===== src/rtl/axis_uart_tx.sv =====
// rtl/axis_uart_tx.sv - stream-to-UART serial transmitter
// Frames are start bit, WIDTH data bits LSB first, then STOP_BITS stop bits, each CLOCK_DIV cycles long.
module axis_uart_tx #(
  parameter int WIDTH     = 8,
  parameter int CLOCK_DIV = 104,
  parameter int STOP_BITS = 1
) (
  input  logic             clock,
  input  logic             resetn,
  input  logic [WIDTH-1:0] idata,
  input  logic             ivalid,
  output logic             iready,
  output logic             txd,
  output logic             busy
);

  localparam int MAX_BITS = (WIDTH > STOP_BITS) ? WIDTH : STOP_BITS;
  localparam int CW       = $clog2(CLOCK_DIV);
  localparam int BW       = $clog2(MAX_BITS + 1);

  localparam logic [CW-1:0] DIV_LAST  = CW'(CLOCK_DIV - 1);
  localparam logic [CW-1:0] DIV_ONE   = CW'(1);
  localparam logic [BW-1:0] DATA_LAST = BW'(WIDTH - 1);
  localparam logic [BW-1:0] STOP_LAST = BW'(STOP_BITS - 1);
  localparam logic [BW-1:0] BIT_ONE   = BW'(1);

  localparam logic [1:0] IDLE  = 2'd0;
  localparam logic [1:0] START = 2'd1;
  localparam logic [1:0] DATA  = 2'd2;
  localparam logic [1:0] STOP  = 2'd3;

  logic [1:0]       state;
  logic [CW-1:0]    div_cnt;
  logic [BW-1:0]    bit_cnt;
  logic [WIDTH-1:0] shift;
  logic [WIDTH-1:0] shift_next;
  logic             transfer;
  logic             bit_end;
  logic             last_bit;

  assign transfer   = iready & ivalid;
  assign bit_end    = (div_cnt == '0);
  assign last_bit   = (bit_cnt == '0);
  assign shift_next = shift >> 1;

  // bit_cnt holds the bits still to come in the current state after the one on the line.
  always_ff @(posedge clock or negedge resetn) begin
    if (!resetn) begin
      state   <= IDLE;
      iready  <= 1'b1;
      txd     <= 1'b1;
      busy    <= 1'b0;
      div_cnt <= '0;
      bit_cnt <= '0;
      shift   <= '0;
    end else if (transfer) begin
      shift   <= idata;
      state   <= START;
      txd     <= 1'b0;
      div_cnt <= DIV_LAST;
      iready  <= 1'b0;
      busy    <= 1'b1;
    end else begin
      case (state)
        IDLE: begin
          iready <= 1'b1;
          txd    <= 1'b1;
          busy   <= 1'b0;
        end
        START: begin
          if (bit_end) begin
            state   <= DATA;
            txd     <= shift[0];
            bit_cnt <= DATA_LAST;
            div_cnt <= DIV_LAST;
          end else begin
            div_cnt <= div_cnt - DIV_ONE;
          end
        end
        DATA: begin
          if (bit_end) begin
            div_cnt <= DIV_LAST;
            if (last_bit) begin
              state   <= STOP;
              txd     <= 1'b1;
              bit_cnt <= STOP_LAST;
            end else begin
              shift   <= shift_next;
              txd     <= shift_next[0];
              bit_cnt <= bit_cnt - BIT_ONE;
            end
          end else begin
            div_cnt <= div_cnt - DIV_ONE;
          end
        end
        STOP: begin
          if (bit_end) begin
            if (last_bit) begin
              state <= IDLE;
              busy  <= 1'b0;
            end else begin
              bit_cnt <= bit_cnt - BIT_ONE;
              div_cnt <= DIV_LAST;
            end
          end else begin
            div_cnt <= div_cnt - DIV_ONE;
            // Open the input one cycle early so the next word can follow with no gap.
            if (last_bit && div_cnt == DIV_ONE) begin
              iready <= 1'b1;
            end
          end
        end
        default: begin
          state  <= IDLE;
          iready <= 1'b1;
          txd    <= 1'b1;
          busy   <= 1'b0;
        end
      endcase
    end
  end

endmodule


===== config.mk =====
export PLATFORM = sky130hd
export DESIGN_NAME = axis_uart_tx
export DESIGN_NICKNAME = d
export VERILOG_FILES = /design/src/rtl/axis_uart_tx.sv
export SDC_FILE = /design/constraint.sdc
export NUM_CORES = 1
export LEC_CHECK = 0
export CAP_MARGIN = 20
export CORE_MARGIN = 8
export CORE_UTILIZATION = 56
export CTS_CLUSTER_DIAMETER = 40
export CTS_CLUSTER_SIZE = 40
export DETAILED_ROUTE_END_ITERATION = 16
export MAX_ROUTING_LAYER = met4
export PLACE_DENSITY = 0.78
export SETUP_SLACK_MARGIN = 0.02
export SKIP_CTS_REPAIR_TIMING = 1
export SLEW_MARGIN = 20
export SYNTH_ARGS = -nofsm -noshare
export SYNTH_HDL_FRONTEND = slang
export SYNTH_SLANG_ARGS = --single-unit

===== constraint.sdc =====
create_clock -name clock -period 2.25 [get_ports clock]
set_input_delay 0.45 -clock clock [delete_from_list [all_inputs] [get_ports clock]]
set_output_delay 0.45 -clock clock [all_outputs]
set_load 0.05 [all_outputs]

==> impl_metrics.env <==
export IMPL_io_pins=14
export IMPL_p_per_area_nw_per_um2=401
export IMPL_p_total_uw=700
export IMPL_grt_max_degree=25
export IMPL_synth_async_reset_ratio_pct=100
export IMPL_relSlewSlack_pct=66.4
export IMPL_p_leak_nw=0.683
export IMPL_gp_congestion=0.969
export IMPL_min_path_type="primary input to asynchronous set/reset pin"
export IMPL_ant_nets=0
export IMPL_avgRoutedWirePerCell_um=16.6
export IMPL_grt_overflow=0
export IMPL_synth_area_top_cells="dfrtp_1, ha_1, o21ai_0, mux2i_1, nand2_1"
export IMPL_cap_viol_max_count=0
export IMPL_die_w_um=68.0
export IMPL_cts_tree="built"
export IMPL_grt_pass1_vias=1258
export IMPL_routed_wl_um=3380
export IMPL_clock_latency_ns=0.33
export IMPL_rsz0062_at_grt="false"
export IMPL_vias=1258
export IMPL_syn_to_final_growth_pct=15.4
export IMPL_end_kind="output pin"
export IMPL_fillers=222
export IMPL_critPathBufInv=1
export IMPL_cts_htree_levels=1
export IMPL_die_h_um=68.0
export IMPL_grt_pass1_wl_um=5730
export IMPL_critPathTopFamily="buffers and inverters"
export IMPL_dieArea_sq_um=4620
export IMPL_critPathKind="flop to output pin"
export IMPL_max_stage_delay_ns=0.80
export IMPL_synth_seq_area_share_pct=39.9
export IMPL_syn_area_sq_um=1510
export IMPL_clkSlewWorstSetupHoldPaths_ns=0.14
export IMPL_synth_common_cells="dfrtp_1, nand2_1, o21ai_0"
export IMPL_vias_per_cell=6.17
export IMPL_hpwlAfterDp_um=2490
export IMPL_clock_sinks=24
export IMPL_syn_nets=176
export IMPL_synth_top_cell_by_area="dfrtp_1"
export IMPL_setup_tns_final_ns=0
export IMPL_slowest_stage="clkdlybuf4s50_1"
export IMPL_yosysUniqueCellTypes=52
export IMPL_firstDrtPassIters=4
export IMPL_track_usage_pct=16.5
export IMPL_synth_edff_count=0
export IMPL_worstMarginPinSlew_ns=0.503
export IMPL_syn_avg_cell_area_sq_um=9.76
export IMPL_cts_max_path_buffers=2
export IMPL_critPathArrivalTime_ns=1.69
export IMPL_period_share_pct=95.3
export IMPL_rows=19
export IMPL_drtIter0Drc=74
export IMPL_ys_flop_type="dfrtp_1"
export IMPL_period_minus_slack_ns=2.14
export IMPL_setup_violations=0
export IMPL_cts_root_buf="clkbuf_4"
export IMPL_ys_warn_count=0
export IMPL_netlist_area_leader_share_pct=36.4
export IMPL_maxSlewViolCount=0
export IMPL_drive_above_1_share_pct=15.0
export IMPL_ys_seq_elements=24
export IMPL_core_area_sq_um=2660
export IMPL_fmax_mhz=467
export IMPL_finClkSkew_ns=0.00344
export IMPL_finalNetCount=195
export IMPL_outcome="finished, final reports clean"
export IMPL_crit_path_cell_trace="clkdlybuf4s50_1"
export IMPL_synth_cells=155
export IMPL_start_kind="flop"
export IMPL_antenna_found_initial=0
export IMPL_antenna_cells=0
export IMPL_irDropWorstVdd_mv=0.386
export IMPL_yosysMostFrequentCell="dfrtp_1"
export IMPL_start_util_pct=56.8
export IMPL_finalHoldViolCount=0
export IMPL_numCtsBuffers=3
export IMPL_worstPathRequired_ns=1.80
export IMPL_cp_max_fo=2
export IMPL_io_buffers=13
export IMPL_drc=0
cells by family (layout without fill, tap and decap cells):
family                     after synthesis  in the layout  share of synthesized area, %
and+or+nand+nor                         52             52                          19.1
AOI/OAI and AO/OA                       45             45                          21.8
DFF                                     24             24                          39.9
buffers and inverters                   14             32                          4.30
adders and majority gates               10             10                          8.27
muxes                                    9              9                          6.12
xor gates and xnor gates                 1              1                         0.579
power breakdown:
group          switching [mW]  total, mW  internal [mW]  leakage [nW]
combinational          0.0109     0.0274         0.0165         0.379
sequential                  0      0.432          0.432         0.282
clock                   0.141      0.241         0.0993        0.0210
total                   0.152      0.700          0.547         0.683
final timing paths:
path,from,to,slack [ns],cells after the start
min in group clock,shift[3]$_DFFE_PN0P_,shift[3]$_DFFE_PN0P_,0.51,2
max reg2reg,div_cnt[0]$_DFFE_PN0P_,bit_cnt[1]$_DFFE_PN0P_,0.16,8
max in group asynchronous,resetn,txd$_DFFE_PN1P_,1.51,2
min,resetn,div_cnt[2]$_DFFE_PN0P_,0.45,2
max,txd$_DFFE_PN1P_,txd,0.11,1
min reg2reg,shift[3]$_DFFE_PN0P_,shift[3]$_DFFE_PN0P_,0.51,2
registers in the layout, summed over array words and instances, names as in the netlist:
name     flops
bit_cnt      4
div_cnt      7
shift        8
busy         1
txd          1
state        2
iready       1
worst register-to-register path, stage by stage (launching register included):
cell	delay (ns)
dfrtp_1	0.46
inv_1	0.07
ha_1	0.22
buf_4	0.15
nor4b_1	0.14
buf_4	0.16
a31oi_1	0.21
nand2b_1	0.23
mux2_2	0.35
placed cells by master (no fill, tap or decap), types with 3 or more instances in the layout:
master and count:
a21oi_1 6, buf_4 8, clkbuf_4 3, clkdlybuf4s50_1 12
dfrtp_1 22, ha_1 10, inv_1 7, mux2i_1 7
nand2_1 16, nor2_1 9, o21ai_0 16, o31ai_1 3
or2_2 3
cell type report:
cell class,count,area [sq um],share of cell area (%)
tap,31,38.8,2.22
multi-input combinational,117,848,48.6
timing repair buffer,21,193,11.0
inverter,7,26.3,1.51
sequential,24,603,34.6
clock buffer,4,36.3,2.08
layer usage:
layer	vias up	share of wire, %	track usage (%)
met5	-	0	-
met4	0	2.5	6.14
met3	11	5.0	3.11
met2	44	45	25.9
met1	596	47	20.5
li1	607	-	-
stage by stage:
| step | util [%] | instances | setup slack (ns) | hold WS (ns) | cell area, sq um |
|---|---|---|---|---|---|
| 5_1_grt | 65.6 | 204 | 0.0564 | 0.484 | 1750 |
| 4_1_cts | 65.3 | 204 | 0.0449 | 0.461 | 1740 |
| 2_1_floorplan | - | 155 | 0.301 | 0.154 | 1510 |
| 6_report | 65.6 | 204 | 0.107 | 0.454 | 1750 |
| 3_3_place_gp | 64.0 | 200 | 0.197 | 0.469 | 1700 |
| 3_5_place_dp | 64.0 | 200 | 0.0961 | 0.475 | 1700 |
Power figures use the tool's default switching activity.
